--- src/rtl/mult_sequencer.sv ---
// rtl/mult_sequencer.sv - shift-add 32x32->64 multiply sequencer driving a shared ALU
//
// Runs MULT/MULTU as a shift-add multiply on an external 32-bit combinational ALU.
// The ALU supplies add, sub and unsigned less-than. The signed correction is applied
// to the high word at the end of the operation.
// Ports:
//   clk, reset        clock, synchronous active-high reset
//   start, sign_op    request (sampled when idle), 1 = signed MULT
//   rs, rt            multiplicand, multiplier
//   busy, done        operation in flight, one-cycle completion pulse
//   hi, lo            product [63:32], [31:0]; held until the next done
//   alu_a, alu_b      ALU operands
//   alu_fun, alu_sign ALU function select; sign is always 0 (unsigned compare)
//   alu_z             ALU result, consumed in the same cycle
module mult_sequencer (
  input  logic        clk,
  input  logic        reset,
  input  logic        start,
  input  logic        sign_op,
  input  logic [31:0] rs,
  input  logic [31:0] rt,
  output logic        busy,
  output logic        done,
  output logic [31:0] hi,
  output logic [31:0] lo,
  output logic [31:0] alu_a,
  output logic [31:0] alu_b,
  output logic [5:0]  alu_fun,
  output logic        alu_sign,
  input  logic [31:0] alu_z
);

  localparam logic [5:0] FUN_ADD = 6'b000000;
  localparam logic [5:0] FUN_SUB = 6'b000001;
  localparam logic [5:0] FUN_LT  = 6'b110101;

  typedef enum logic [2:0] {
    IDLE  = 3'd0,
    ITER  = 3'd1,
    CARRY = 3'd2,
    FIX_A = 3'd3,
    FIX_B = 3'd4
  } state_t;

  state_t      state, state_n;
  logic [31:0] mcand;
  logic [31:0] rt_orig;   // pl is shifted away, so the sign fix needs its own copy
  logic [31:0] ph;
  logic [31:0] pl;
  logic [31:0] sum;
  logic [4:0]  cnt;
  logic        sgn;

  wire fix_a_sub = sgn && mcand[31];
  wire fix_b_sub = sgn && rt_orig[31];

  assign busy     = (state != IDLE);
  assign alu_sign = 1'b0;

  always_ff @(posedge clk) begin
    if (reset) state <= IDLE;
    else       state <= state_n;
  end

  always_comb begin
    state_n = state;
    alu_a   = 32'h0;
    alu_b   = 32'h0;
    alu_fun = FUN_ADD;
    case (state)
      IDLE: begin
        if (start) state_n = ITER;
      end
      ITER: begin
        if (pl[0]) begin
          alu_a   = ph;
          alu_b   = mcand;
          state_n = CARRY;
        end else if (cnt == 5'd31) begin
          state_n = FIX_A;
        end
      end
      CARRY: begin
        // sum = ph + mcand (mod 2^32) wrapped iff sum < mcand
        alu_a   = sum;
        alu_b   = mcand;
        alu_fun = FUN_LT;
        state_n = (cnt == 5'd31) ? FIX_A : ITER;
      end
      FIX_A: begin
        if (fix_a_sub) begin
          alu_a   = ph;
          alu_b   = rt_orig;
          alu_fun = FUN_SUB;
        end
        state_n = FIX_B;
      end
      FIX_B: begin
        if (fix_b_sub) begin
          alu_a   = ph;
          alu_b   = mcand;
          alu_fun = FUN_SUB;
        end
        state_n = IDLE;
      end
      default: state_n = IDLE;
    endcase
  end

  always_ff @(posedge clk) begin
    if (reset) begin
      mcand   <= 32'h0;
      rt_orig <= 32'h0;
      ph      <= 32'h0;
      pl      <= 32'h0;
      sum     <= 32'h0;
      cnt     <= 5'd0;
      sgn     <= 1'b0;
      hi      <= 32'h0;
      lo      <= 32'h0;
      done    <= 1'b0;
    end else begin
      done <= 1'b0;
      case (state)
        IDLE: begin
          if (start) begin
            mcand   <= rs;
            rt_orig <= rt;
            pl      <= rt;
            ph      <= 32'h0;
            cnt     <= 5'd0;
            sgn     <= sign_op;
          end
        end
        ITER: begin
          if (pl[0]) begin
            sum <= alu_z;
          end else begin
            {ph, pl} <= {1'b0, ph, pl[31:1]};
            cnt      <= cnt + 5'd1;
          end
        end
        CARRY: begin
          {ph, pl} <= {alu_z[0], sum, pl[31:1]};
          cnt      <= cnt + 5'd1;
        end
        FIX_A: begin
          if (fix_a_sub) ph <= alu_z;
        end
        FIX_B: begin
          hi   <= fix_b_sub ? alu_z : ph;
          lo   <= pl;
          done <= 1'b1;
        end
        default: ;
      endcase
    end
  end

endmodule

--- config.mk ---
export PLATFORM = sky130hd
export DESIGN_NAME = mult_sequencer
export DESIGN_NICKNAME = d
export VERILOG_FILES = /design/src/rtl/mult_sequencer.sv
export SDC_FILE = /design/constraint.sdc
export NUM_CORES = 1
export LEC_CHECK = 0
export BUFFER_PORTS_ARGS = -buffer_cell sky130_fd_sc_hd__buf_2
export CAP_MARGIN = 10
export CORE_MARGIN = 2
export CORE_UTILIZATION = 30
export CTS_CLUSTER_SIZE = 28
export DETAILED_ROUTE_END_ITERATION = 10
export PLACE_DENSITY = 0.49
export SETUP_SLACK_MARGIN = 0.05
export SLEW_MARGIN = 15
export SYNTH_ARGS = -nofsm -noshare
export SYNTH_HDL_FRONTEND = slang
export SYNTH_SLANG_ARGS = --single-unit
--- constraint.sdc ---
create_clock -name clk -period 2.25 [get_ports clk]
set_input_delay 0.225 -clock clk [delete_from_list [all_inputs] [get_ports clk]]
set_output_delay 0.225 -clock clk [all_outputs]
set_load 0.005 [all_outputs]
==> results by group, run 1 <==
Run status
  – Result of the run: completed

Clocking
  – Worst-skew pair later-pin latency: 0.54 ns
  – Clock tree from TritonCTS: done
  – Clock Sinks: 234
  – Number of buffers between clock root and the deepest sink: 3
  – CTS buffer count: 28
  – Library cell used as clock root buffer: clkbuf_16
  – Register clock-pin slew on the reported worst setup and hold paths: 0.06 ns
  – Maximum level of the CTS H-tree: 1

Yosys
  – EDFF count, synth: 0
  – Sequential cell area fraction in the yosys report: 44.31%
  – Fraction of registers with async set/reset: 0%
  – Post-Syn Area: 10570 um^2
  – Post-synth top area cell: dfxtp_1
  – Number of different library cells in the post-synthesis netlist: 47
  – Cell count after synthesis: 1302
  – Syn avg cell area: 8.120 um^2
  – Area share of the largest cell type after synthesis: 44.31%
  – Yosys warning count: 0
  – Ys flop type: dfxtp_1
  – #FFs+latches synth: 234
  – Largest cells by area after synthesis: dfxtp_1 44%, nand2_1 11%, a21oi_1 7.9%

Worst setup path
  – Critical Path Slowest Stage Cell: dfxtp_4
  – Critical path capture point type: primary output
  – Highest cell delay on the worst timing path: 0.37 ns
  – End of the worst register-to-register path: pl[6]
  – Register-to-register setup slack: 0.20 ns
  – Startpoint kind of the worst setup timing path: flip-flop
  – Required arrival time at the worst endpoint: 2.03 ns
  – R2R depth: 8
  – Cell breakdown of the critical path: nand3b_1 > a21oi_2 > o21bai_4 > buf_12 > buf_16 > a22o_1 > buf_2
  – Type of the setup path with the least slack: flip-flop to primary output
  – Reg-to-reg critical path startpoint: state[1]
  – Maximum fanout encountered on the critical timing path: 15
  – Worst EP arrival: 1.99 ns

Route
  – Post-detailed-route count of antenna-violating nets: 0
  – Via total after detailed routing: 10490
  – Routed WL: 35.81 mm
  – Number of violations reported at the end of detailed-routing iteration 0: 853
  – Post-route DRC: 0
  – Routed WL per cell: 17.37 um
  – Routed vias/inst: 5.086
  – Detailed-routing iteration count for the pre-antenna-repair pass: 5

Global route
  – Number of antenna violations at the first check in global routing: 4
  – Overflow left after global routing: 0
  – Wire length of the first global-routing pass: 55.59 mm
  – Total global-route track usage: 18.74%
  – Via count of the first global-routing pass: 9988
  – Maximum number of pins on one net before global-route repair: 72

Floorplanning
  – Die outline height: 191.7 um
  – Number of primary I/O pins: 237
  – Initial Util: 30.53%
  – Core region area: 34630 um^2
  – Horizontal extent of the die: 191.7 um
  – Total die area: 36760 um^2
  – Row cnt: 68

Timing
  – Number of hold violations in the final report: 0
  – Maximum clock frequency: 450.6 MHz
  – Crit path setup slack, layout: 0.03064 ns
  – Worst clock skew: 0.01025 ns
  – Post-layout min period: 2.219 ns
  – Setup repair after global routing missed its margin: true
  – Part of the cycle the worst path needs: 98.64%
  – Slew margin rel.: 50.02%
  – Worst-case hold slack: 0.2359 ns
  – Worst Tran Pin Value: 0.7497 ns
  – Max Transition Viols Final: 0
  – Count of endpoints failing setup in the final report: 0
  – Final sum of negative setup slack: 0 ns

Cells and area
  – Top library cells by usage in the layout, fill and taps aside: 294 x nand2_1, 232 x buf_2, 230 x dfxtp_1, 165 x a21oi_1, 97 x dlygate4sd3_1
  – Fin nets: 1684
  – Final cell area excluding filler cells: 14430 um^2
  – Fin util: 41.66%
  – Most common library cell in the layout ignoring fill and taps: nand2_1
  – Layout-stage area growth over the synthesis result: 36.44%
  – Fraction of layout instances using a drive strength above 1: 24.28%

Power
  – Leakage power summed over all cells: 0.005756 uW
  – Power per standard cell area: 755.6 nW/um^2
  – Largest voltage drop on the vdd net: 0.6879 mV

Worst hold path
  – Worst hold path type: input pin to flip-flop
  – Worst hold path startpoint: reset
  – Worst Hold Path Cells: 2
  – End of the worst hold path: cnt[0]

Placed design
  – Post-Place Setup Slack: 0.3460 ns
  – Placed standard-cell area: 12230 um^2
  – Routability congestion estimate from global placement: 0.7944
  – Quantity of I/O buffers inserted on ports: 233
  – Post-DP HPWL: 22.60 mm

Job
  – Reported max-cap violation count: 0
-- routing by layer --
metal  up-vias  track usage (%)  share of wire [%]
li1       5163                -                  -
met4         0            4.615                1.8
met3        50            3.618                6.6
met1      4948            25.26                 46
met5         -                0                  0
met2       326            30.74                 46
-- state kept, by name (all words and copies together) (netlist names) --
signal and flops:
ph 32, rt_orig 32, pl 32, mcand 32, sum 32, done 1
hi 32, lo 32, state 3, cnt 5, sgn 1
-- stage by stage --
stage | total power (uW) | std cells
final | 10900 | 2062
after global routing | 11400 | 2060
after CTS | 11000 | 2054
after detailed placement | 6052 | 1898
after global placement | 6045 | 1898
after floorplan | 5544 | 1304
-- critical path, delay by kind of cell (launching register included) --
kind | cells | cell delay [ns]
buffers and inverters | 3 | 0.41
DFF | 1 | 0.37
AOI/OAI and AO/OA | 3 | 0.47
and+or+nand+nor | 1 | 0.20
-- synth_stat cells (2+ instances only) --
library cell / n
and3_1: 2
nand3_1: 32
clkbuf_1: 85
nand2b_1: 3
ha_1: 2
a211oi_1: 31
mux2_2: 31
nor3_1: 32
buf_2: 39
nor2b_1: 33
and2_1: 2
a311oi_1: 34
buf_6: 4
nand3b_1: 2
a22oi_1: 34
buf_4: 6
o21ai_0: 5
mux2i_1: 2
o21bai_1: 33
inv_1: 3
a21o_1: 2
dfxtp_1: 234
a22o_1: 63
buf_1: 4
a221oi_1: 30
nand2_1: 296
a21oi_4: 2
a21oi_1: 166
nor2_1: 72
-- worst max path at each step --
| stage | start | end | depth (start not counted) |
|---|---|---|---|
| after floorplan | state[0] | alu_a[14] | 5 |
| after global placement | state[0] | mcand[10] | 6 |
| after detailed placement | state[0] | mcand[10] | 6 |
| after CTS | state[1] | alu_b[1] | 7 |
| after global routing | state[1] | alu_b[1] | 7 |
| final | state[1] | alu_b[1] | 7 |
-- cells by family (layout without fill, tap and decap cells) --
| kind of cell | count (synthesis) | in the layout | synth area share (%) |
|---|---|---|---|
| buf+inv | 141 | 439 | 5.964 |
| compound gates | 406 | 406 | 26.50 |
| mux | 33 | 33 | 3.491 |
| other cells | 1 | 8 | 0.03547 |
| fa+ha+maj | 2 | 2 | 0.2366 |
| flops | 234 | 234 | 44.31 |
| xor+xnor | 1 | 1 | 0.08286 |
| simple gates | 484 | 484 | 19.38 |
-- layout make-up --
class	instances	area [um^2]
clock inverter	9	122.6
antenna	5	12.51
sequential	234	4697
fill	3448	20200
tap	455	569.3
timing repair buffer	386	2810
clock buffer	41	860.8
multi-input combinational	929	5341
inverter	3	11.26
-- power breakdown --
group | internal (uW) | total, uW | switching, uW
Sequential | 4390 | 4610 | 217
Clock | 2970 | 4750 | 1780
Combinational | 699 | 1540 | 841
Total | 8060 | 10900 | 2840
-- repair_timing --
action,in CTS,in global routing
gates resized for setup,16,6
pin swaps,1,2
setup buffers,7,2
hold endpoints to repair,118,0
setup endpoints to repair,64,65
gates cloned,2,1
hold buffers,97,0
Note: power is estimated with default switching activity, not from simulation.
==> inputs of run 2 (changes only) <==
--- a/config.mk
+++ b/config.mk
@@ -7,13 +7,14 @@
 export LEC_CHECK = 0
 export BUFFER_PORTS_ARGS = -buffer_cell sky130_fd_sc_hd__buf_2
 export CAP_MARGIN = 10
+export CELL_PAD_IN_SITES_DETAIL_PLACEMENT = 0
+export CELL_PAD_IN_SITES_GLOBAL_PLACEMENT = 1
 export CORE_MARGIN = 2
 export CORE_UTILIZATION = 30
-export CTS_CLUSTER_SIZE = 28
+export CTS_CLUSTER_SIZE = 40
 export DETAILED_ROUTE_END_ITERATION = 10
-export PLACE_DENSITY = 0.49
+export PLACE_DENSITY = 0.63
 export SETUP_SLACK_MARGIN = 0.05
-export SLEW_MARGIN = 15
 export SYNTH_ARGS = -nofsm -noshare
 export SYNTH_HDL_FRONTEND = slang
 export SYNTH_SLANG_ARGS = --single-unit
==> results by group, run 2 (same netlist as run 1, synthesis figures left out) <==
Floorplanning
  – Row cnt: 68
  – Core region area: 34630 um^2
  – Initial Util: 30.53%
  – Number of primary I/O pins: 237
  – Die outline height: 191.7 um
  – Horizontal extent of the die: 191.7 um
  – Total die area: 36760 um^2

Global route
  – Via count of the first global-routing pass: 10300
  – Overflow left after global routing: 0
  – Total global-route track usage: 19.72%
  – Wire length of the first global-routing pass: 58.28 mm
  – Maximum number of pins on one net before global-route repair: 73
  – Number of antenna violations at the first check in global routing: 2

Route
  – Routed vias/inst: 5.064
  – Detailed-routing iteration count for the pre-antenna-repair pass: 5
  – Via total after detailed routing: 10440
  – Number of violations reported at the end of detailed-routing iteration 0: 678
  – Routed WL per cell: 18.25 um
  – Routed WL: 37.62 mm
  – Post-detailed-route count of antenna-violating nets: 0
  – Post-route DRC: 0

Timing
  – Count of endpoints failing setup in the final report: 3
  – Worst Tran Pin Value: 0.8078 ns
  – Slew margin rel.: 46.15%
  – Post-layout min period: 2.255 ns
  – Maximum clock frequency: 443.4 MHz
  – Part of the cycle the worst path needs: 100.2%
  – Worst clock skew: 0.01424 ns
  – Number of hold violations in the final report: 0
  – Setup repair after global routing missed its margin: true
  – Crit path setup slack, layout: -0.005243 ns
  – Max Transition Viols Final: 0
  – Worst-case hold slack: 0.1601 ns

Cells and area
  – Count of filler cells inserted in the layout: 3518
  – Final cell area excluding filler cells: 14450 um^2
  – Top library cells by usage in the layout, fill and taps aside: 292 x nand2_1, 229 x dfxtp_1, 229 x buf_2, 165 x a21oi_1, 97 x dlygate4sd3_1
  – Final cell count without fillers: 2062
  – Layout-stage area growth over the synthesis result: 36.71%
  – Fraction of layout instances using a drive strength above 1: 24.84%
  – Fin nets: 1689
  – Most common library cell in the layout ignoring fill and taps: nand2_1

Worst setup path
  – End of the worst register-to-register path: pl[3]
  – Register-to-register setup slack: 0.26 ns
  – Worst EP arrival: 2.03 ns
  – Maximum fanout encountered on the critical timing path: 7
  – Type of the setup path with the least slack: flip-flop to primary output
  – Critical path capture point type: primary output
  – Reg-to-reg critical path startpoint: state[1]
  – Startpoint kind of the worst setup timing path: flip-flop
  – Required arrival time at the worst endpoint: 2.03 ns
  – R2R depth: 7

Power
  – Power per standard cell area: 740.7 nW/um^2
  – Largest voltage drop on the vdd net: 0.5807 mV
  – Leakage power summed over all cells: 0.005769 uW

Clocking
  – Register clock-pin slew on the reported worst setup and hold paths: 0.06 ns
  – Number of buffers between clock root and the deepest sink: 3
  – Worst-skew pair later-pin latency: 0.54 ns
  – Clock Sinks: 234
  – CTS buffer count: 27
  – Library cell used as clock root buffer: clkbuf_16
  – Maximum level of the CTS H-tree: 1
  – Clock tree from TritonCTS: done

Placed design
  – Routability congestion estimate from global placement: 0.8069
  – Placed standard-cell area: 12220 um^2
  – Cell total after placement: 1900
  – Quantity of I/O buffers inserted on ports: 233
  – Post-DP HPWL: 23.95 mm

Run status
  – Violated checks: negative setup slack
  – Result of the run: finished with violations

Worst hold path
  – End of the worst hold path: cnt[0]
  – Worst hold path startpoint: reset
  – Worst Hold Path Cells: 2
  – Worst hold path type: input pin to flip-flop

Job
  – Reported max-cap violation count: 0
run 2: through the flow:
step           worst slack (ns)  power (uW)  setup TNS (ns)  util [%]
2_1_floorplan            0.4976        5544               0         -
3_3_place_gp             0.3493        6056               0     35.29
3_5_place_dp             0.3403        6062               0     35.29
4_1_cts                -0.02272       10790         -0.2100     41.51
5_1_grt                -0.05974       11160         -0.9005     41.73
6_report              -0.005243       10710       -0.007594     41.74
run 2: timing repair:
item,4_1_cts,5_1_grt
gates resized for setup,32,7
pin swaps,5,5
hold endpoints to repair,116,0
gates cloned,2,2
setup endpoints to repair,67,64
buffers inserted,12,0
hold buffers,97,0
run 2: worst max path at each step:
stage	startpoint	endpoint	slack, ns	cells past startpoint
final	state[1]	alu_b[12]	-0.005	8
after global placement	state[1]	alu_b[0]	0.35	6
after global routing	state[0]	alu_b[8]	-0.06	8
after floorplan	state[0]	alu_a[14]	0.50	5
after CTS	state[0]	alu_b[12]	-0.02	8
after detailed placement	state[1]	alu_a[0]	0.34	5
run 2: where the power goes:
group | switching, uW | total [uW] | internal (uW)
clock network | 1830 | 4530 | 2700
logic | 854 | 1560 | 703
registers | 227 | 4620 | 4390
total | 2910 | 10700 | 7800
run 2: worst max-delay path, stage by stage (launching register included):
cell and delay [ns]:
dfxtp_4 0.38, buf_4 0.15, nand2b_4 0.09, a21oi_4 0.06, o21bai_4 0.20, buf_12 0.15
clkbuf_16 0.16, a22o_1 0.18, buf_2 0.12
run 2: layer usage:
metal / vias up / wire length (um) / track usage, %
li1: 5175 / - / -
met1: 4921 / 17430 / 26.72
met2: 280 / 17170 / 32.00
met3: 64 / 2114 / 3.782
met4: 2 / 893 / 5.266
met5: - / 11 / 0
run 2: area by class of cell:
| type | instances | area, um^2 | area share [%] |
|---|---|---|---|
| Inverter | 3 | 11.26 | 0.07791 |
| Clock inverter | 13 | 148.9 | 1.030 |
| Antenna cell | 1 | 2.502 | 0.01731 |
| Sequential cell | 234 | 4698 | 32.51 |
| Clock buffer | 35 | 755.7 | 5.229 |
| Multi-Input combinational cell | 930 | 5391 | 37.30 |
| Timing Repair Buffer | 391 | 2877 | 19.90 |
| Tap cell | 455 | 569.3 | 3.939 |
==> inputs of run 3 (changes only) <==
--- a/config.mk
+++ b/config.mk
@@ -10,10 +10,10 @@
 export CELL_PAD_IN_SITES_DETAIL_PLACEMENT = 0
 export CELL_PAD_IN_SITES_GLOBAL_PLACEMENT = 1
 export CORE_MARGIN = 2
-export CORE_UTILIZATION = 30
+export CORE_UTILIZATION = 40
 export CTS_CLUSTER_SIZE = 40
 export DETAILED_ROUTE_END_ITERATION = 10
-export PLACE_DENSITY = 0.63
+export PLACE_DENSITY = 0.8
 export SETUP_SLACK_MARGIN = 0.05
 export SYNTH_ARGS = -nofsm -noshare
 export SYNTH_HDL_FRONTEND = slang
==> results by group, run 3 (same netlist as run 1, synthesis figures left out) <==
Floorplanning
  – Row cnt: 59
  – Horizontal extent of the die: 166.6 um
  – Initial Util: 40.69%
  – Die outline height: 166.6 um
  – Number of primary I/O pins: 237
  – Core region area: 25980 um^2
  – Total die area: 27750 um^2

Worst setup path
  – Highest cell delay on the worst timing path: 0.38 ns
  – Required arrival time at the worst endpoint: 2.03 ns
  – Launching element of the worst setup path: state[0]
  – Worst EP arrival: 2.12 ns
  – Critical path capture point type: primary output
  – Maximum fanout encountered on the critical timing path: 13
  – Buf/Inv on CP: 4
  – Type of the setup path with the least slack: flip-flop to primary output
  – Critical Path Slowest Stage Cell: dfxtp_4
  – Kind of cell with the highest combined delay on the critical path: buffers and inverters
  – Reg-to-reg critical path startpoint: state[1]
  – Startpoint kind of the worst setup timing path: flip-flop
  – Cell breakdown of the critical path: buf_6 > nand2b_4 > a21oi_4 > o21bai_4 > buf_12 > buf_16 > a22o_1 > buf_2

Worst hold path
  – Worst hold path startpoint: reset
  – Worst hold path type: input pin to flip-flop

Timing
  – Crit path setup slack, layout: -0.09435 ns
  – Slew margin rel.: 48.48%
  – Worst clock skew: 0.007451 ns
  – Count of endpoints failing setup in the final report: 62
  – Post-layout min period: 2.344 ns
  – Number of hold violations in the final report: 0
  – Worst Tran Pin Value: 0.7728 ns
  – Worst-case hold slack: 0.1549 ns
  – Max Transition Viols Final: 0
  – Setup repair after global routing missed its margin: true
  – Part of the cycle the worst path needs: 104.2%
  – Maximum clock frequency: 426.6 MHz

Run status
  – Result of the run: finished with violations
  – Violated checks: negative setup slack

Placed design
  – Post-DP HPWL: 21.13 mm
  – Quantity of I/O buffers inserted on ports: 233
  – Post-Place Setup Slack: 0.2300 ns
  – Routability congestion estimate from global placement: 0.8034
  – Placed standard-cell area: 12040 um^2

Global route
  – Via count of the first global-routing pass: 10360
  – Wire length of the first global-routing pass: 55.48 mm
  – Overflow left after global routing: 0
  – Maximum number of pins on one net before global-route repair: 66
  – Total global-route track usage: 23.90%
  – Number of antenna violations at the first check in global routing: 2

Cells and area
  – Top library cells by usage in the layout, fill and taps aside: 292 x nand2_1, 232 x buf_2, 231 x dfxtp_1, 164 x a21oi_1, 97 x dlygate4sd3_1
  – Layout-stage area growth over the synthesis result: 35.38%
  – Fin util: 55.08%
  – Fin nets: 1692
  – Final cell area excluding filler cells: 14310 um^2
  – Fraction of layout instances using a drive strength above 1: 24.55%
  – Most common library cell in the layout ignoring fill and taps: nand2_1

Clocking
  – Maximum level of the CTS H-tree: 1
  – Register clock-pin slew on the reported worst setup and hold paths: 0.06 ns
  – Library cell used as clock root buffer: clkbuf_16
  – Clock Sinks: 234
  – Worst-skew pair later-pin latency: 0.52 ns
  – CTS buffer count: 27
  – Clock tree from TritonCTS: done
  – Number of buffers between clock root and the deepest sink: 3

Route
  – Via total after detailed routing: 10720
  – Number of violations reported at the end of detailed-routing iteration 0: 804
  – Routed WL per cell: 17.90 um
  – Detailed-routing iteration count for the pre-antenna-repair pass: 5
  – Post-detailed-route count of antenna-violating nets: 0
  – Routed vias/inst: 5.513
  – Post-route DRC: 0
  – Routed WL: 34.82 mm

Power
  – Power per standard cell area: 729.1 nW/um^2
  – Leakage power summed over all cells: 0.005772 uW
  – Largest voltage drop on the vdd net: 0.5127 mV

Job
  – Reported max-cap violation count: 0
## run 3: changes by cell type in the layout (fill, tap and decap cells not counted), moves of 3 or more
cell	before	now
clkbuf_1	3	8
clkinv_2	7	3
buf_2	229	232
bufinv_16	3	0
clkbuf_8	5	8
## run 3: worst paths after layout
| check | cells past startpoint | slack, ns | to |
|---|---|---|---|
| hold / removal | 2 | 0.15 | lo[26] |
| setup reg to reg | 7 | 0.19 | pl[25] |
| setup / recovery | 8 | -0.09 | alu_b[0] |
| hold reg to reg | 2 | 0.45 | lo[10] |
## run 3: area by class of cell
type,instances,area [um^2]
multi-input cells,929,5385
repair buffers,395,2937
clock buffers,44,840.8
clock inverters,4,22.52
diodes,1,2.502
inverters,3,11.26
flip-flops and latches,234,4696
fillers,2440,11670
well taps,335,419.2
## run 3: per-layer routing
metal  global-route usage [%]  part of all wire (%)
met3                    4.325                   6.5
met2                    39.53                    46
met1                    32.35                    45
met4                    5.997                   1.8
met5                        0                 0.037
## run 3: metrics by stage
step                      TNS, ns  total power [uW]  instances
after floorplan                 0              5544       1304
after global placement          0              5990       1778
after detailed placement        0              6010       1778
after CTS                  -4.190             10480       1945
after global routing       -6.117             10880       1944
final                      -2.284             10440       1945
## run 3: what timing repair did
action,4_1_cts,5_1_grt
gates resized for setup,34,12
hold buffers,97,0
pin swaps,10,16
setup endpoints to repair,68,95
cloned,7,0
endpoints found under the hold margin,99,0
setup buffers,15,2
## run 3: power breakdown
part	switching, uW	leakage (uW)	internal, uW	total (uW)
combinational	857	0.00344	727	1580
sequential	206	0.00191	4390	4600
clock	1720	0.000424	2530	4250
